===== src/rtl/axi_sram_bridge_if.sv =====
// AXI3 channel bundle between the SRAM-like bridge (master) and the interconnect (slave).
interface axi_sram_bridge_if #(
  parameter int unsigned ID_W = 4
);
  // AR channel
  logic [ID_W-1:0] arid;
  logic [31:0]     araddr;
  logic [7:0]      arlen;
  logic [2:0]      arsize;
  logic [1:0]      arburst;
  logic [1:0]      arlock;
  logic [3:0]      arcache;
  logic [2:0]      arprot;
  logic            arvalid;
  logic            arready;
  // R channel
  logic [ID_W-1:0] rid;
  logic [31:0]     rdata;
  logic [1:0]      rresp;
  logic            rlast;
  logic            rvalid;
  logic            rready;
  // AW channel
  logic [ID_W-1:0] awid;
  logic [31:0]     awaddr;
  logic [7:0]      awlen;
  logic [2:0]      awsize;
  logic [1:0]      awburst;
  logic [1:0]      awlock;
  logic [3:0]      awcache;
  logic [2:0]      awprot;
  logic            awvalid;
  logic            awready;
  // W channel
  logic [ID_W-1:0] wid;
  logic [31:0]     wdata;
  logic [3:0]      wstrb;
  logic            wlast;
  logic            wvalid;
  logic            wready;
  // B channel
  logic [ID_W-1:0] bid;
  logic [1:0]      bresp;
  logic            bvalid;
  logic            bready;

  modport master (
    output arid, araddr, arlen, arsize, arburst, arlock, arcache, arprot, arvalid,
    input  arready,
    input  rid, rdata, rresp, rlast, rvalid,
    output rready,
    output awid, awaddr, awlen, awsize, awburst, awlock, awcache, awprot, awvalid,
    input  awready,
    output wid, wdata, wstrb, wlast, wvalid,
    input  wready,
    input  bid, bresp, bvalid,
    output bready
  );

  modport slave (
    input  arid, araddr, arlen, arsize, arburst, arlock, arcache, arprot, arvalid,
    output arready,
    output rid, rdata, rresp, rlast, rvalid,
    input  rready,
    input  awid, awaddr, awlen, awsize, awburst, awlock, awcache, awprot, awvalid,
    output awready,
    input  wid, wdata, wstrb, wlast, wvalid,
    output wready,
    output bid, bresp, bvalid,
    input  bready
  );
endinterface


===== src/rtl/axi_sram_bridge.sv =====
// Bridges an instruction (read-only) and a data SRAM-like port onto one AXI3 master.
// Reads share a single AR slot with data priority; writes are single-beat and strictly one at a time.
module axi_sram_bridge #(
  parameter int unsigned MAX_OUT = 4,
  parameter int unsigned ID_W    = 4
) (
  input  logic        clk,
  input  logic        resetn,

  input  logic        inst_req,
  input  logic        inst_wr,
  input  logic [1:0]  inst_size,
  input  logic [31:0] inst_addr,
  input  logic [31:0] inst_wdata,
  output logic [31:0] inst_rdata,
  output logic        inst_addr_ok,
  output logic        inst_data_ok,

  input  logic        data_req,
  input  logic        data_wr,
  input  logic [1:0]  data_size,
  input  logic [31:0] data_addr,
  input  logic [31:0] data_wdata,
  output logic [31:0] data_rdata,
  output logic        data_addr_ok,
  output logic        data_data_ok,

  axi_sram_bridge_if.master axi
);

  localparam int unsigned CNT_W = 4;
  localparam logic [CNT_W-1:0] CNT_MAX = CNT_W'(MAX_OUT);
  localparam logic [ID_W-1:0]  ID_INST = ID_W'(0);
  localparam logic [ID_W-1:0]  ID_DATA = ID_W'(1);

  // AR slot
  logic             ar_valid_q, ar_valid_d;
  logic [ID_W-1:0]  ar_id_q,    ar_id_d;
  logic [31:0]      ar_addr_q,  ar_addr_d;
  logic [2:0]       ar_size_q,  ar_size_d;

  // Outstanding read counters
  logic [CNT_W-1:0] inst_cnt_q, inst_cnt_d;
  logic [CNT_W-1:0] data_cnt_q, data_cnt_d;

  // Write transaction
  logic             wr_busy_q,  wr_busy_d;
  logic             aw_valid_q, aw_valid_d;
  logic             w_valid_q,  w_valid_d;
  logic             b_seen_q,   b_seen_d;
  logic [31:0]      aw_addr_q,  aw_addr_d;
  logic [2:0]       aw_size_q,  aw_size_d;
  logic [31:0]      w_data_q,   w_data_d;
  logic [3:0]       w_strb_q,   w_strb_d;

  logic             ar_free_c;
  logic             data_rd_fire_c;
  logic             data_wr_fire_c;
  logic             inst_rd_fire_c;
  logic             inst_r_hit_c;
  logic             data_r_hit_c;
  logic             b_hit_c;
  logic             aw_done_c;
  logic             w_done_c;
  logic             b_done_c;
  logic [3:0]       strb_c;

  // Accept / completion qualifiers; everything is gated by resetn so the ports stay quiet in reset.
  always_comb begin
    ar_free_c      = !ar_valid_q || axi.arready;
    data_rd_fire_c = resetn && data_req && !data_wr && ar_free_c &&
                     (data_cnt_q < CNT_MAX) && !wr_busy_q;
    inst_rd_fire_c = resetn && inst_req && ar_free_c &&
                     (inst_cnt_q < CNT_MAX) && !data_rd_fire_c;
    data_wr_fire_c = resetn && data_req && data_wr && !wr_busy_q &&
                     (data_cnt_q == '0) && !(ar_valid_q && (ar_id_q == ID_DATA));
    inst_r_hit_c   = resetn && axi.rvalid && (axi.rid == ID_INST) && (inst_cnt_q != '0);
    data_r_hit_c   = resetn && axi.rvalid && (axi.rid == ID_DATA) && (data_cnt_q != '0);
    b_hit_c        = resetn && axi.bvalid && wr_busy_q && !b_seen_q;
    aw_done_c      = !aw_valid_q || axi.awready;
    w_done_c       = !w_valid_q  || axi.wready;
    b_done_c       = b_seen_q || b_hit_c;
  end

  // Byte strobes for the data write, selected by transfer size and low address bits.
  always_comb begin
    strb_c = 4'b1111;
    case (data_size)
      2'd0:    strb_c = 4'b0001 << data_addr[1:0];
      2'd1:    strb_c = 4'b0011 << {data_addr[1], 1'b0};
      default: strb_c = 4'b1111;
    endcase
  end

  // AR slot and read counters next state
  always_comb begin
    ar_valid_d = ar_valid_q;
    ar_id_d    = ar_id_q;
    ar_addr_d  = ar_addr_q;
    ar_size_d  = ar_size_q;
    if (ar_valid_q && axi.arready) begin
      ar_valid_d = 1'b0;
    end
    if (data_rd_fire_c) begin
      ar_valid_d = 1'b1;
      ar_id_d    = ID_DATA;
      ar_addr_d  = data_addr;
      ar_size_d  = {1'b0, data_size};
    end else if (inst_rd_fire_c) begin
      ar_valid_d = 1'b1;
      ar_id_d    = ID_INST;
      ar_addr_d  = inst_addr;
      ar_size_d  = {1'b0, inst_size};
    end
    inst_cnt_d = inst_cnt_q + CNT_W'(inst_rd_fire_c) - CNT_W'(inst_r_hit_c);
    data_cnt_d = data_cnt_q + CNT_W'(data_rd_fire_c) - CNT_W'(data_r_hit_c);
  end

  // Write path: AW and W retire independently; the write closes once both are done and B was seen.
  always_comb begin
    wr_busy_d  = wr_busy_q;
    aw_valid_d = aw_valid_q;
    w_valid_d  = w_valid_q;
    b_seen_d   = b_seen_q;
    aw_addr_d  = aw_addr_q;
    aw_size_d  = aw_size_q;
    w_data_d   = w_data_q;
    w_strb_d   = w_strb_q;
    if (wr_busy_q) begin
      if (aw_valid_q && axi.awready) aw_valid_d = 1'b0;
      if (w_valid_q && axi.wready)   w_valid_d  = 1'b0;
      if (b_hit_c)                   b_seen_d   = 1'b1;
      if (aw_done_c && w_done_c && b_done_c) begin
        wr_busy_d = 1'b0;
        b_seen_d  = 1'b0;
      end
    end
    if (data_wr_fire_c) begin
      wr_busy_d  = 1'b1;
      aw_valid_d = 1'b1;
      w_valid_d  = 1'b1;
      b_seen_d   = 1'b0;
      aw_addr_d  = data_addr;
      aw_size_d  = {1'b0, data_size};
      w_data_d   = data_wdata;
      w_strb_d   = strb_c;
    end
  end

  always_ff @(posedge clk or negedge resetn) begin
    if (!resetn) begin
      ar_valid_q <= 1'b0;
      ar_id_q    <= '0;
      ar_addr_q  <= '0;
      ar_size_q  <= '0;
      inst_cnt_q <= '0;
      data_cnt_q <= '0;
      wr_busy_q  <= 1'b0;
      aw_valid_q <= 1'b0;
      w_valid_q  <= 1'b0;
      b_seen_q   <= 1'b0;
      aw_addr_q  <= '0;
      aw_size_q  <= '0;
      w_data_q   <= '0;
      w_strb_q   <= '0;
    end else begin
      ar_valid_q <= ar_valid_d;
      ar_id_q    <= ar_id_d;
      ar_addr_q  <= ar_addr_d;
      ar_size_q  <= ar_size_d;
      inst_cnt_q <= inst_cnt_d;
      data_cnt_q <= data_cnt_d;
      wr_busy_q  <= wr_busy_d;
      aw_valid_q <= aw_valid_d;
      w_valid_q  <= w_valid_d;
      b_seen_q   <= b_seen_d;
      aw_addr_q  <= aw_addr_d;
      aw_size_q  <= aw_size_d;
      w_data_q   <= w_data_d;
      w_strb_q   <= w_strb_d;
    end
  end

  // SRAM-like side: handshakes are same-cycle by protocol.
  assign inst_addr_ok = inst_rd_fire_c;
  assign data_addr_ok = data_rd_fire_c | data_wr_fire_c;
  assign inst_data_ok = inst_r_hit_c;
  assign data_data_ok = data_r_hit_c | b_hit_c;
  assign inst_rdata   = axi.rdata;
  assign data_rdata   = axi.rdata;

  assign axi.arid    = ar_id_q;
  assign axi.araddr  = ar_addr_q;
  assign axi.arlen   = 8'd0;
  assign axi.arsize  = ar_size_q;
  assign axi.arburst = 2'b01;
  assign axi.arlock  = 2'b00;
  assign axi.arcache = 4'd0;
  assign axi.arprot  = 3'd0;
  assign axi.arvalid = ar_valid_q;
  assign axi.rready  = 1'b1;

  assign axi.awid    = ID_DATA;
  assign axi.awaddr  = aw_addr_q;
  assign axi.awlen   = 8'd0;
  assign axi.awsize  = aw_size_q;
  assign axi.awburst = 2'b01;
  assign axi.awlock  = 2'b00;
  assign axi.awcache = 4'd0;
  assign axi.awprot  = 3'd0;
  assign axi.awvalid = aw_valid_q;

  assign axi.wid     = ID_DATA;
  assign axi.wdata   = w_data_q;
  assign axi.wstrb   = w_strb_q;
  assign axi.wlast   = 1'b1;
  assign axi.wvalid  = w_valid_q;
  assign axi.bready  = 1'b1;

  // Inputs with no function in this bridge (read-only inst port, unused response fields).
  logic unused_ok;
  assign unused_ok = ^{inst_wr, inst_wdata, axi.rresp, axi.rlast, axi.bid, axi.bresp};

endmodule

===== src/flat_wrapper.sv =====
// flat-port wrapper written by rule: the top's interface ports become plain ports
module axi_sram_bridge_flat 
#(
  parameter int unsigned MAX_OUT = 4,
  parameter int unsigned ID_W    = 4
)
  (clk, resetn, inst_req, inst_wr, inst_size, inst_addr, inst_wdata, inst_rdata, inst_addr_ok, inst_data_ok, data_req, data_wr, data_size, data_addr, data_wdata, data_rdata, data_addr_ok, data_data_ok, axi_arid, axi_araddr, axi_arlen, axi_arsize, axi_arburst, axi_arlock, axi_arcache, axi_arprot, axi_arvalid, axi_arready, axi_rid, axi_rdata, axi_rresp, axi_rlast, axi_rvalid, axi_rready, axi_awid, axi_awaddr, axi_awlen, axi_awsize, axi_awburst, axi_awlock, axi_awcache, axi_awprot, axi_awvalid, axi_awready, axi_wid, axi_wdata, axi_wstrb, axi_wlast, axi_wvalid, axi_wready, axi_bid, axi_bresp, axi_bvalid, axi_bready);
  axi_sram_bridge_if #(.ID_W(ID_W)) axi_i ();
  input  logic clk;
  input  logic resetn;
  input  logic inst_req;
  input  logic inst_wr;
  input  logic [1:0] inst_size;
  input  logic [31:0] inst_addr;
  input  logic [31:0] inst_wdata;
  output logic [31:0] inst_rdata;
  output logic inst_addr_ok;
  output logic inst_data_ok;
  input  logic data_req;
  input  logic data_wr;
  input  logic [1:0] data_size;
  input  logic [31:0] data_addr;
  input  logic [31:0] data_wdata;
  output logic [31:0] data_rdata;
  output logic data_addr_ok;
  output logic data_data_ok;
  output wire logic [$bits(axi_i.arid)-1:0] axi_arid;
  output wire logic [$bits(axi_i.araddr)-1:0] axi_araddr;
  output wire logic [$bits(axi_i.arlen)-1:0] axi_arlen;
  output wire logic [$bits(axi_i.arsize)-1:0] axi_arsize;
  output wire logic [$bits(axi_i.arburst)-1:0] axi_arburst;
  output wire logic [$bits(axi_i.arlock)-1:0] axi_arlock;
  output wire logic [$bits(axi_i.arcache)-1:0] axi_arcache;
  output wire logic [$bits(axi_i.arprot)-1:0] axi_arprot;
  output wire logic [$bits(axi_i.arvalid)-1:0] axi_arvalid;
  input wire logic [$bits(axi_i.arready)-1:0] axi_arready;
  input wire logic [$bits(axi_i.rid)-1:0] axi_rid;
  input wire logic [$bits(axi_i.rdata)-1:0] axi_rdata;
  input wire logic [$bits(axi_i.rresp)-1:0] axi_rresp;
  input wire logic [$bits(axi_i.rlast)-1:0] axi_rlast;
  input wire logic [$bits(axi_i.rvalid)-1:0] axi_rvalid;
  output wire logic [$bits(axi_i.rready)-1:0] axi_rready;
  output wire logic [$bits(axi_i.awid)-1:0] axi_awid;
  output wire logic [$bits(axi_i.awaddr)-1:0] axi_awaddr;
  output wire logic [$bits(axi_i.awlen)-1:0] axi_awlen;
  output wire logic [$bits(axi_i.awsize)-1:0] axi_awsize;
  output wire logic [$bits(axi_i.awburst)-1:0] axi_awburst;
  output wire logic [$bits(axi_i.awlock)-1:0] axi_awlock;
  output wire logic [$bits(axi_i.awcache)-1:0] axi_awcache;
  output wire logic [$bits(axi_i.awprot)-1:0] axi_awprot;
  output wire logic [$bits(axi_i.awvalid)-1:0] axi_awvalid;
  input wire logic [$bits(axi_i.awready)-1:0] axi_awready;
  output wire logic [$bits(axi_i.wid)-1:0] axi_wid;
  output wire logic [$bits(axi_i.wdata)-1:0] axi_wdata;
  output wire logic [$bits(axi_i.wstrb)-1:0] axi_wstrb;
  output wire logic [$bits(axi_i.wlast)-1:0] axi_wlast;
  output wire logic [$bits(axi_i.wvalid)-1:0] axi_wvalid;
  input wire logic [$bits(axi_i.wready)-1:0] axi_wready;
  input wire logic [$bits(axi_i.bid)-1:0] axi_bid;
  input wire logic [$bits(axi_i.bresp)-1:0] axi_bresp;
  input wire logic [$bits(axi_i.bvalid)-1:0] axi_bvalid;
  output wire logic [$bits(axi_i.bready)-1:0] axi_bready;
  assign axi_arid = axi_i.arid;
  assign axi_araddr = axi_i.araddr;
  assign axi_arlen = axi_i.arlen;
  assign axi_arsize = axi_i.arsize;
  assign axi_arburst = axi_i.arburst;
  assign axi_arlock = axi_i.arlock;
  assign axi_arcache = axi_i.arcache;
  assign axi_arprot = axi_i.arprot;
  assign axi_arvalid = axi_i.arvalid;
  assign axi_i.arready = axi_arready;
  assign axi_i.rid = axi_rid;
  assign axi_i.rdata = axi_rdata;
  assign axi_i.rresp = axi_rresp;
  assign axi_i.rlast = axi_rlast;
  assign axi_i.rvalid = axi_rvalid;
  assign axi_rready = axi_i.rready;
  assign axi_awid = axi_i.awid;
  assign axi_awaddr = axi_i.awaddr;
  assign axi_awlen = axi_i.awlen;
  assign axi_awsize = axi_i.awsize;
  assign axi_awburst = axi_i.awburst;
  assign axi_awlock = axi_i.awlock;
  assign axi_awcache = axi_i.awcache;
  assign axi_awprot = axi_i.awprot;
  assign axi_awvalid = axi_i.awvalid;
  assign axi_i.awready = axi_awready;
  assign axi_wid = axi_i.wid;
  assign axi_wdata = axi_i.wdata;
  assign axi_wstrb = axi_i.wstrb;
  assign axi_wlast = axi_i.wlast;
  assign axi_wvalid = axi_i.wvalid;
  assign axi_i.wready = axi_wready;
  assign axi_i.bid = axi_bid;
  assign axi_i.bresp = axi_bresp;
  assign axi_i.bvalid = axi_bvalid;
  assign axi_bready = axi_i.bready;
  axi_sram_bridge #(.MAX_OUT(MAX_OUT), .ID_W(ID_W)) u_core (.clk(clk), .resetn(resetn), .inst_req(inst_req), .inst_wr(inst_wr), .inst_size(inst_size), .inst_addr(inst_addr), .inst_wdata(inst_wdata), .inst_rdata(inst_rdata), .inst_addr_ok(inst_addr_ok), .inst_data_ok(inst_data_ok), .data_req(data_req), .data_wr(data_wr), .data_size(data_size), .data_addr(data_addr), .data_wdata(data_wdata), .data_rdata(data_rdata), .data_addr_ok(data_addr_ok), .data_data_ok(data_data_ok), .axi(axi_i));
endmodule

===== config.mk =====
export PLATFORM = sky130hd
export DESIGN_NAME = axi_sram_bridge_flat
export DESIGN_NICKNAME = d
export VERILOG_FILES = /design/src/rtl/axi_sram_bridge_if.sv /design/src/rtl/axi_sram_bridge.sv /design/src/flat_wrapper.sv
export SDC_FILE = /design/constraint.sdc
export NUM_CORES = 1
export LEC_CHECK = 0
export ABC_CLOCK_PERIOD_IN_PS = 4950
export BUFFER_PORTS_ARGS = -buffer_cell sky130_fd_sc_hd__buf_4
export CAP_MARGIN = 20
export CORE_ASPECT_RATIO = 1.2
export CORE_MARGIN = 3
export CORE_UTILIZATION = 25
export CTS_CLUSTER_SIZE = 30
export DETAILED_ROUTE_END_ITERATION = 7
export PLACE_DENSITY_LB_ADDON = 0.3
export SETUP_SLACK_MARGIN = 0.02
export SLEW_MARGIN = 40
export SYNTH_ARGS = -nofsm -noshare
export SYNTH_HDL_FRONTEND = slang
export SYNTH_SLANG_ARGS = --single-unit

===== constraint.sdc =====
create_clock -name clk -period 4.95 [get_ports clk]
set_input_delay 0.99 -clock clk [delete_from_list [all_inputs] [get_ports clk]]
set_output_delay 0.99 -clock clk [all_outputs]
set_load 0.01 [all_outputs]

; ---- Word level (Yosys, flattened, before mapping)
; Index checks and enable logic that the tools add are counted.
[totals]
reg_bits = 122
inputBits = 188
output_inout_bits = 230
word_cells = 103
[classes]
add_sub_neg = 4
magnitude_cmp = 2
eq_ne = 3
n_shift = 2
muxes = 23
n_bitwise = 2
reduce_logical = 53
[ops]
columns = cell, n
row1 = $mux 32, 2
row2 = $logic_and 1x1->1, 27
row3 = $mux 1, 16
row4 = $add 4x1->4, 2
row5 = $eq 4x1->1 const B, 2
row6 = $logic_not 1->1, 8
row7 = $logic_not 4->1, 2
row8 = $lt 4x3->1 const B, 2
row9 = $mux 4, 2
row10 = $pmux 4 s2, 1
row11 = $reduce_bool 2->1, 4
row12 = $reduce_bool 4->1, 2
row13 = $sub 4x1->4, 2
row14 = $mux 3, 2
row15 = $reduce_and 2->1, 3
row16 = $reduce_bool 3->1, 2
row17 = $logic_or 1x1->1, 4
row18 = $shl 1x2->4 const A, 1
row19 = $shl 2x2->4 const A, 1
row20 = $eq 2x1->1 const B, 1
row21 = $logic_not 2->1, 1
row22 = $or 1x1->1, 2

; ---- Depth between registers and ports, before layout
; Gate-level depths: netlist of the first run.
[logic_depth]
word_depth = 9
ltp_mapped = 13
depth_no_buf = 11

; ---- Least setup slack after synthesis of the first run
; No wires, ideal clock.
[synth_path]
kind = input -> register
from = input port axi_rid[1]
to = register u_core.inst_cnt_q[2]
setup_ns = 0.123
arrival_ns = 3.027
required_time_ns = 4.827
slack_ns = 1.801
cell_stages = 8
n_path_buf = 0
cell_sequence = or4_1 > a211oi_1 > ha_1 > inv_1 > ha_1 > inv_1 > fa_1 > xnor2_1
[synth_via]
elab_chain_len = 4
[synth_lines]
columns = element, line_no
row1 = start: declaration, flat_wrapper.sv:37  ; input wire logic [$bits(axi_i.rid)-1:0] axi_rid;
row2 = $logic_not 4->1, axi_sram_bridge.sv:77  ; inst_r_hit_c = resetn && axi.rvalid && (axi.rid == ID_INST) && (inst_cnt_q != '0);
row3 = $logic_and 1x1->1 (2 in a row), axi_sram_bridge.sv:77
row4 = named net inst_data_ok, flat_wrapper.sv:18  ; output logic inst_data_ok;
row5 = $sub 4x1->4, axi_sram_bridge.sv:115  ; inst_cnt_d = inst_cnt_q + CNT_W'(inst_rd_fire_c) - CNT_W'(inst_r_hit_c);
row6 = named net u_core.inst_cnt_d[2], axi_sram_bridge.sv:43  ; logic [CNT_W-1:0] inst_cnt_q, inst_cnt_d;
row7 = end signal: assignment, axi_sram_bridge.sv:171  ; inst_cnt_q <= inst_cnt_d;
row8 = end: declaration, axi_sram_bridge.sv:43
; The timed path passes the listed nets, and every way through them passes these cells.
; A chain may end at the register's enable or synchronous reset.

; ---- Worst setup path after layout of the first run
[layout_path]
from = input port resetn
to = output port data_addr_ok
[layout_via]
elab_chain_len = 6
word_cells_on_any_way = 10
cone_classes = bitwise (1) / reduce/logical (9)
[layout_lines]
columns = element, line_no
row1 = start: declaration, flat_wrapper.sv:10  ; input logic resetn;
row2 = $logic_and 1x1->1 (*), "axi_sram_bridge.sv:71, axi_sram_bridge.sv:75"
row3 = $logic_and 1x1->1 (on tied branches) (3 in a row), "axi_sram_bridge.sv:71, axi_sram_bridge.sv:75"
row4 = $logic_and 1x1->1 (on tied branches), "axi_sram_bridge.sv:72, axi_sram_bridge.sv:76"
row5 = $or 1x1->1 (*), axi_sram_bridge.sv:186  ; assign data_addr_ok = data_rd_fire_c | data_wr_fire_c;
row6 = end: declaration, flat_wrapper.sv:25  ; output logic data_addr_ok;
; Every way passes the cells marked *; elsewhere a longest branch is shown, timed or not.

==> flow_metrics.env, run 1 <==
export IMPL_outcome="completed"
export IMPL_ys_warn_count=0
export IMPL_drt_pass1_iter_count=4
export IMPL_power_density_mw_per_mm2=565
export IMPL_max_freq_mhz=271
export IMPL_htreeDepth=4
export IMPL_io_buffers=225
export IMPL_finalHoldViolCount=0
export IMPL_layout_nets=911
export IMPL_dpl_hpwl_um=14700
export IMPL_drc_errors=0
export IMPL_routed_wl_um=22000
export IMPL_cts_root_buffer="clkbuf_16"
export IMPL_antenna_cells=0
export IMPL_grt_first_pass_wirelength_um=32500
export IMPL_fp_row_count=63
export IMPL_critPathKind="in2out"
export IMPL_cts_tree="done"
export IMPL_die_area_mm2=0.0277
export IMPL_core_area_mm2=0.0250
export IMPL_finClkSkew_ns=0.0209
export IMPL_clk_path_buf_depth=2
export IMPL_fill_cells=2604
export IMPL_setup_tns_final_ns=0
export IMPL_fin_ws_ns=1.27
export IMPL_gp_congestion=0.734
export IMPL_cts_setup_buffers=0
export IMPL_worstPathBufferInverterCount=2
export IMPL_cp_max_fo=29
export IMPL_dp_cells=1017
export IMPL_routed_via_density=4.68
export IMPL_io_pins=418
export IMPL_synth_cell_type_count=37
export IMPL_regArea_mm2=0.00295
export IMPL_tightest_slew_ns=0.828
export IMPL_crit_arrival_ns=2.69
export IMPL_area_growth_pct=29.6
export IMPL_ys_seq_area_share_pct=45.9
export IMPL_stdcell_count=1049
export IMPL_die_x_um=152
export IMPL_multi_input_area_mm2=0.00254
export IMPL_syn_area_mm2=0.00644
export IMPL_cts_made_buffers=17
export IMPL_maxSlewHeadroom_pct=44.8
export IMPL_grt_max_degree=97
export IMPL_leakagePower_nw=4.20
export IMPL_drtAntennaViolNets=0
export IMPL_period_minus_slack_ns=3.68
export IMPL_clk_latency_ns=0.42
export IMPL_ys_ff_latch=118
export IMPL_place_worst_setup_slack_ns=1.22
export IMPL_r2r_setup_slack_ns=2.24
export IMPL_synth_top_area_cell="dfrtp_1"
export IMPL_cts_resized=0
export IMPL_track_usage_pct=15.5
export IMPL_critPathCaptureType="output port"
export IMPL_setup_viol=0
export IMPL_num_vias=4910
export IMPL_drive_above_1_share_pct=47.1
export IMPL_hp_class="in2async"
export IMPL_detail_route_wl_per_cell_um=21.0
export IMPL_holdBufCountCts=0
export IMPL_grt_pass1_vias=5100
export IMPL_synthTopCellsByArea="dfrtp_1 (46%), buf_4 (14%), mux2_4 (10%)"
export IMPL_slowest_stage="a2111o_2"
export IMPL_cp_required_ns=3.96
export IMPL_postSynthCellCount=570
export IMPL_crit_family="compound AO/OA/AOI/OAI gates"
export IMPL_slowest_delay_ns=0.80
export IMPL_slew_viol_final=0
export IMPL_maxCapViolCount=0
export IMPL_grt_ovfl_total=0
export IMPL_synth_top_area_share_pct=45.9
export IMPL_postSynthAreaPerCell_um2=11.3
export IMPL_fp_dieH_um=182
export IMPL_clock_sink_count=118
export IMPL_vdd_drop_max_mv=0.218
export IMPL_fin_crit_sh_pct=74.4
export IMPL_drtIter0Drc=216
export IMPL_startpoint_type="input pin"
export IMPL_crit_path_cell_trace="buf_6 > nand3b_1 > a2111o_2 > nand2_1 > buf_4"
export IMPL_clkTransAtPathRegs_ns=0.06
export IMPL_final_util_pct=33.4
export IMPL_rsz0062_at_grt="no"
export IMPL_grt_antenna_before_repair=0
export IMPL_start_util_pct=25.8
==> registers in the layout, summed over array words and instances (netlist names) <==
signal	cells
u_core.axi.wdata	32
u_core.axi.awsize	2
u_core.axi.wvalid	1
u_core.axi.arvalid	1
u_core.axi.awvalid	1
u_core.axi.araddr	32
u_core.b_seen_q	1
u_core.axi.awaddr	32
u_core.data_cnt_q	4
u_core.axi.arid	1
u_core.wr_busy_q	1
u_core.inst_cnt_q	4
u_core.axi.wstrb	4
u_core.axi.arsize	2
==> synthesized netlist by cell type <==
cell type,n
fa_1,2
a21o_1,3
a21bo_2,1
o21bai_1,2
nand3_1,3
buf_4,119
inv_1,18
xnor2_1,1
o22ai_1,1
buf_2,2
nand2b_1,6
and2_1,2
nand4_1,34
mux2_4,43
nor4_1,34
nor2_1,4
a31oi_1,36
o31ai_1,34
mux2_2,25
ha_1,10
nor2b_1,1
or4_1,1
conb_1,2
or3_1,1
clkbuf_1,34
or3b_1,1
nand3b_1,2
a211oi_1,1
nand2_1,10
a2111o_1,1
buf_6,5
mux2i_1,2
a21oi_1,4
dfrtp_1,118
clkinv_1,1
xor2_1,3
buf_1,3
==> logic make-up after synthesis <==
family / Yosys count / synth area share (%)
multiplexers: 70 / 14.7
adder cells (fa/ha/maj): 12 / 2.57
XOR/XNOR: 4 / 0.544
AND/OR/NAND/NOR: 99 / 9.12
other: 2 / 0.117
buffers and inverters: 182 / 18.2
AO/OA/AOI/OAI: 83 / 8.90
flip-flops: 118 / 45.9
==> final timing paths <==
kind	from	to	cells after the start
max	resetn	data_addr_ok	5
min	resetn	u_core.inst_cnt_q[3]$_DFF_PN0_	1
max reg2reg	u_core.data_cnt_q[2]$_DFF_PN0_	u_core.axi.wdata[22]$_DFFE_PN0P_	6
min reg2reg	u_core.axi.wdata[4]$_DFFE_PN0P_	u_core.axi.wdata[4]$_DFFE_PN0P_	1
max in group asynchronous	resetn	u_core.axi.awaddr[0]$_DFFE_PN0P_	2
min in group clk	u_core.axi.wdata[4]$_DFFE_PN0P_	u_core.axi.wdata[4]$_DFFE_PN0P_	1
==> worst reg2reg max path, cell delays in order (launching register included) <==
cell and delay (ns):
dfrtp_1 0.35, inv_1 0.07, ha_1 0.19, or3b_1 0.37
a2111o_2 0.79, buf_6 0.42, mux2_4 0.41
==> placed cells by master, fill, tap and decap left out, drive strengths merged, types with 10 or more instances in the layout <==
cell type,synthesis,routed
a31oi,36,36
buf,129,233
clkbuf,34,18
conb,2,54
dfrtp,118,118
ha,10,10
inv,18,25
mux2,68,68
nand2,10,10
nand4,34,34
nor4,34,34
o31ai,34,34
==> cell type report <==
type | instances | area share [%]
repair buffers | 233 | 21.2
flip-flops and latches | 118 | 35.4
multi-input cells | 322 | 30.4
clock inverters | 14 | 1.97
inverters | 19 | 0.855
clock buffers | 18 | 5.27
well taps | 325 | 4.88
==> through the flow <==
step | power [mW] | instance area (µm²) | hold WS (ns)
floorplan | 2.59 | 6630 | 0.479
global placement | 3.44 | 7720 | 0.490
detailed placement | 3.46 | 7730 | 0.494
CTS | 4.79 | 8340 | 0.459
global route | 5.00 | 8340 | 0.462
finish | 4.71 | 8340 | 0.464
==> power breakdown <==
group	internal [mW]	switching [mW]
Clock	0.770	0.524
Sequential	1.37	0.238
Combinational	0.950	0.860
Total	3.09	1.62
==> routing by layer <==
| metal | global-route usage [%] | share of wire [%] |
|---|---|---|
| met5 | 0 | 0 |
| met4 | 6.31 | 2.7 |
| met3 | 5.22 | 9.0 |
| met2 | 26.9 | 50 |
| met1 | 17.4 | 38 |
Power figures use the tool's default switching activity.
==> run 2: changes to the inputs <==
Settings changed: ABC_AREA from default to 1, ABC_CLOCK_PERIOD_IN_PS 4950 to 3100.
Clock period 4.95 ns to 3.1 ns, I/O delays scaled along.
==> flow_metrics.env, run 2 <==
export IMPL_outcome="completed"
export IMPL_synth_edff_count=0
export IMPL_clkTransAtPathRegs_ns=0.05
export IMPL_htreeDepth=4
export IMPL_critPathKind="in2out"
export IMPL_clock_sink_count=118
export IMPL_drtAntennaViolNets=0
export IMPL_cts_setup_buffers=0
export IMPL_synthFlopType="dfrtp_1"
export IMPL_drive_above_1_share_pct=30.8
export IMPL_tightest_slew_ns=0.724
export IMPL_crit_path_frequent_cell="buf_4"
export IMPL_cts_root_buffer="clkbuf_16"
export IMPL_cp_required_ns=2.48
export IMPL_synthMostInstantiatedCell="nand3_1"
export IMPL_setup_tns_final_ns=0
export IMPL_routed_via_density=4.34
export IMPL_fill_cells=2603
export IMPL_detail_route_wl_per_cell_um=16.7
export IMPL_maxSlewHeadroom_pct=51.7
export IMPL_cp_max_fo=32
export IMPL_rsz0062_at_grt="no"
export IMPL_finalHoldViolCount=0
export IMPL_grt_antenna_before_repair=1
export IMPL_drt_pass1_iter_count=4
export IMPL_cts_tree="done"
export IMPL_grt_ovfl_total=0
export IMPL_synthArstFlopShare_pct=100
export IMPL_antenna_cells=0
export IMPL_ys_ff_latch=118
export IMPL_grt_max_degree=71
export IMPL_io_buffers=225
export IMPL_slowest_delay_ns=0.54
export IMPL_postSynthAreaPerCell_um2=8.49
export IMPL_maxCapViolCount=0
export IMPL_routed_wl_um=20400
export IMPL_grt_pass1_vias=5175
export IMPL_synth_top_area_cell="dfrtp_1"
export IMPL_num_vias=5286
export IMPL_slowest_stage="dlygate4sd3_1"
export IMPL_fp_row_count=62
export IMPL_period_minus_slack_ns=2.80
export IMPL_power_density_mw_per_mm2=844
export IMPL_crit_path_cell_trace="dlygate4sd3_1 > buf_6 > buf_4 > nand3_1 > o21ai_0 > buf_4"
export IMPL_postSynthCellCount=734
export IMPL_area_growth_pct=30.2
export IMPL_finClkSkew_ns=0.00727
export IMPL_critPathCaptureType="output port"
export IMPL_grt_first_pass_wirelength_um=29900
export IMPL_core_area_mm2=0.0242
export IMPL_total_power_mw=6.85
export IMPL_clk_latency_ns=0.41
export IMPL_leakagePower_nw=4.45
export IMPL_gp_congestion=0.729
export IMPL_max_freq_mhz=357
export IMPL_syn_area_mm2=0.00623
export IMPL_ys_seq_area_share_pct=47.4
export IMPL_drtIter0Drc=241
export IMPL_synthTopCellsByCount="nand3_1 (219), nand2_1 (164), buf_4 (118), dfrtp_1 (118), inv_1 (30)"
export IMPL_fin_crit_sh_pct=90.4
export IMPL_clk_path_buf_depth=2
export IMPL_crit_arrival_ns=2.18
export IMPL_die_x_um=150
export IMPL_layout_commonest_cell="buf_4"
export IMPL_synth_cell_type_count=22
export IMPL_ys_warn_count=0
export IMPL_fp_dieH_um=179
export IMPL_io_pins=418
export IMPL_layout_common_cells="buf_4 (238), nand3_1 (218), nand2_1 (163), dfrtp_1 (118), conb_1 (54)"
export IMPL_synth_top_area_share_pct=47.4
export IMPL_start_util_pct=25.7
export IMPL_layout_nets=1087
export IMPL_synthTopCellsByArea="dfrtp_1 (47%), nand3_1 (18%), buf_4 (14%)"
export IMPL_hp_class="in2reg"
export IMPL_drc_errors=0
export IMPL_setup_viol=0
export IMPL_vdd_drop_max_mv=0.355
export IMPL_startpoint_type="input pin"
export IMPL_slew_viol_final=0
export IMPL_dpl_hpwl_um=14500
export IMPL_die_area_mm2=0.0269
export IMPL_cts_made_buffers=17
export IMPL_track_usage_pct=14.7
## run 2: changes by cell type after synthesis, moves of 5 or more
| cell | change |
|---|---|
| nand4_1 | -34 |
| o31ai_1 | -34 |
| mux2_4 | -43 |
| inv_1 | +12 |
| nand2_1 | +154 |
| nor4_1 | -33 |
| clkbuf_1 | -22 |
| a31oi_1 | -36 |
| mux2_2 | -25 |
| o21ai_0 | +7 |
| nor2_1 | +5 |
| nand2b_1 | -6 |
| buf_2 | +21 |
| nand3_1 | +216 |
## run 2: timing repair
item | CTS | global route
hold buffers | 1 | 0
gates resized for setup | 0 | 0
hold endpoints to repair | 3 | 0
## run 2: area by class of cell
cell class              instances  area (µm²)  share of cell area, %
multi-input cells             479        2280                   28.1
clock inverters                 8        75.1                  0.925
inverters                      31         116                   1.43
well taps                     320         400                   4.94
repair buffers                240        1810                   22.3
flip-flops and latches        118        2950                   36.4
clock buffers                  22         484                   5.97
## run 2: final timing paths
kind                            cells after the start                        startpoint                                to  slack, ns
worst max-delay path                                6                            resetn                      data_data_ok       0.30
worst min-delay path                                3                    data_wdata[19]  u_core.axi.wdata[19]$_DFFE_PN0P_       0.44
worst max register to register                     11    u_core.inst_cnt_q[2]$_DFF_PN0_    u_core.inst_cnt_q[2]$_DFF_PN0_       0.83
worst min register to register                      2  u_core.axi.wdata[20]$_DFFE_PN0P_  u_core.axi.wdata[20]$_DFFE_PN0P_       0.47
max in group asynchronous                           3                            resetn  u_core.axi.awaddr[0]$_DFFE_PN0P_       1.73
min in group asynchronous                           2                            resetn    u_core.data_cnt_q[2]$_DFF_PN0_       0.57
## run 2: kinds of logic (layout without fill, tap and decap cells)
kind of cell	after synthesis	in the layout	share of synthesized area (%)
AOI/OAI and AO/OA	10	10	0.863
xor gates and xnor gates	4	4	0.562
adders and majority gates	12	12	2.65
buffers and inverters	189	301	19.6
DFF	118	118	47.4
other	2	54	0.121
and+or+nand+nor	399	399	28.9
## run 2: worst max-delay path: cells and delay by family
family,cells,cell delay [ns]
compound gates,1,0.18
buf+inv,4,1.22
simple gates,1,0.15
## run 2: stage by stage
stage          hold WS [ns]  area (µm²)  utilization [%]  instances  worst slack [ns]
3_5_place_dp          0.426        7540             31.2       1187             0.545
6_report              0.440        8110             33.5       1218             0.298
2_1_floorplan         0.324        6430                -        786             0.658
4_1_cts               0.412        8110             33.5       1218             0.245
3_3_place_gp          0.424        7540             31.2       1187             0.589
5_1_grt               0.419        8110             33.5       1218             0.137
## run 2: where the power goes
part           switching, mW  internal [mW]
clock network          0.714           1.17
logic                   1.30           1.17
registers              0.345           2.14
## run 2: routing by layer
layer	vias to the layer above	routed length [µm]	track usage, %
li1	2533	-	-
met1	2475	8080	17.4
met2	217	9830	24.3
met3	59	1560	4.05
met4	2	881	8.05
met5	-	20	0
==> run 3: changes to the inputs <==
Settings changed: BUFFER_PORTS_ARGS -buffer_cell sky130_fd_sc_hd__buf_4 to default, DONT_BUFFER_PORTS from default to 1.
==> flow_metrics.env, run 3 (same netlist as run 2, synthesis figures left out) <==
export IMPL_grt_antenna_before_repair=1
export IMPL_clock_sink_count=118
export IMPL_routed_via_density=4.55
export IMPL_final_util_pct=26.4
export IMPL_tightest_slew_ns=0.768
export IMPL_setup_tns_final_ns=0
export IMPL_clkTransAtPathRegs_ns=0.06
export IMPL_total_power_mw=5.89
export IMPL_fin_ws_ns=0.781
export IMPL_cts_tree="done"
export IMPL_r2r_setup_slack_ns=0.85
export IMPL_setup_viol=0
export IMPL_cts_resized=0
export IMPL_drtIter0Drc=204
export IMPL_dp_cells=959
export IMPL_vdd_drop_max_mv=0.325
export IMPL_drc_errors=0
export IMPL_fp_row_count=62
export IMPL_clk_latency_ns=0.41
export IMPL_finalHoldViolCount=118
export IMPL_cp_required_ns=2.48
export IMPL_outcome="finished with violations"
export IMPL_die_x_um=150
export IMPL_num_vias=4508
export IMPL_htreeDepth=4
export IMPL_worstPathBufferInverterCount=2
export IMPL_slew_viol_final=0
export IMPL_dpl_hpwl_um=13300
export IMPL_leakagePower_nw=3.29
export IMPL_cts_setup_buffers=0
export IMPL_stdcell_count=991
export IMPL_rsz0062_at_grt="no"
export IMPL_maxCapViolCount=0
export IMPL_grt_max_degree=124
export IMPL_fp_dieH_um=179
export IMPL_io_buffers=0
export IMPL_drive_above_1_share_pct=7.00
export IMPL_crit_path_cell_trace="inv_1 > ha_1 > nand3_1 > nor2_4 > nand2_2 > nand2_1 > buf_4"
export IMPL_drtAntennaViolNets=0
export IMPL_core_area_mm2=0.0242
export IMPL_gp_congestion=0.750
export IMPL_io_pins=418
export IMPL_critPathCaptureType="output port"
export IMPL_layout_nets=858
export IMPL_start_util_pct=25.7
export IMPL_drt_pass1_iter_count=4
export IMPL_clk_path_buf_depth=2
export IMPL_max_freq_mhz=431
export IMPL_power_density_mw_per_mm2=924
export IMPL_grt_pass1_vias=4364
export IMPL_cts_made_buffers=17
export IMPL_period_minus_slack_ns=2.32
export IMPL_hp_class="in2async"
export IMPL_grt_ovfl_total=0
export IMPL_grt_first_pass_wirelength_um=27500
export IMPL_layout_common_cells="nand3_1 (218), nand2_1 (163), dfrtp_1 (118), conb_1 (54), inv_1 (30)"
export IMPL_fin_crit_sh_pct=74.8
export IMPL_track_usage_pct=13.8
export IMPL_die_area_mm2=0.0269
export IMPL_slowest_stage="dfrtp_1"
export IMPL_area_growth_pct=2.35
export IMPL_maxSlewHeadroom_pct=48.8
export IMPL_design_area_mm2=0.00638
export IMPL_violations="negative hold slack"
export IMPL_cts_root_buffer="clkbuf_16"
export IMPL_cp_max_fo=4
export IMPL_critPathKind="reg2out"
export IMPL_routed_wl_um=19400
export IMPL_antenna_cells=0
export IMPL_hold_slack_ns=-0.0887
export IMPL_slowest_delay_ns=0.35
export IMPL_startpoint_type="flop"
export IMPL_finClkSkew_ns=0.00772
export IMPL_detail_route_wl_per_cell_um=19.6
export IMPL_crit_arrival_ns=1.70
export IMPL_layout_commonest_cell="nand3_1"
export IMPL_crit_family="simple AND/OR/NAND/NOR gates"
export IMPL_place_worst_setup_slack_ns=0.782
export IMPL_dpl_cell_area_mm2=0.00583
[run 3: cell types whose count changed in the layout (fill, tap and decap cells not counted), sizes merged]
cell / previous run / this run
buf: 239 / 11
clkbuf: 22 / 24
dlygate4sd3: 1 / 0
[run 3: worst paths after layout]
kind,end,cells past startpoint,startpoint
worst max-delay path,data_addr_ok,7,u_core.data_cnt_q[2]$_DFF_PN0_
worst min-delay path,u_core.axi.awaddr[4]$_DFFE_PN0P_,0,resetn
worst max register to register,u_core.data_cnt_q[2]$_DFF_PN0_,10,u_core.data_cnt_q[2]$_DFF_PN0_
worst min register to register,u_core.inst_cnt_q[0]$_DFF_PN0_,1,u_core.inst_cnt_q[0]$_DFF_PN0_
max in group asynchronous,u_core.axi.araddr[0]$_DFFE_PN0P_,0,resetn
min in group clk,u_core.axi.awaddr[19]$_DFFE_PN0P_,2,data_addr[19]
[run 3: area by class of cell]
| cell class | instances | area [µm²] |
|---|---|---|
| Fill cell | 2656 | 17800 |
| Sequential cell | 118 | 2950 |
| Multi-Input combinational cell | 479 | 2280 |
| Clock buffer | 24 | 472 |
| Tap cell | 320 | 400 |
| Inverter | 31 | 116 |
| Timing Repair Buffer | 11 | 86.3 |
| Clock inverter | 8 | 75.1 |
[run 3: power breakdown]
group,internal [mW],leakage [nW],switching [mW],total (mW)
clock network,1.14,0.256,0.724,1.87
logic,0.443,1.47,0.695,1.14
registers,2.14,1.56,0.744,2.89
total,3.73,3.29,2.16,5.89
[run 3: layer usage]
layer	global-route usage (%)	part of all wire, %
met1	14.8	37
met5	0	0.10
met2	23.5	49
met4	7.59	3.9
met3	5.31	9.9
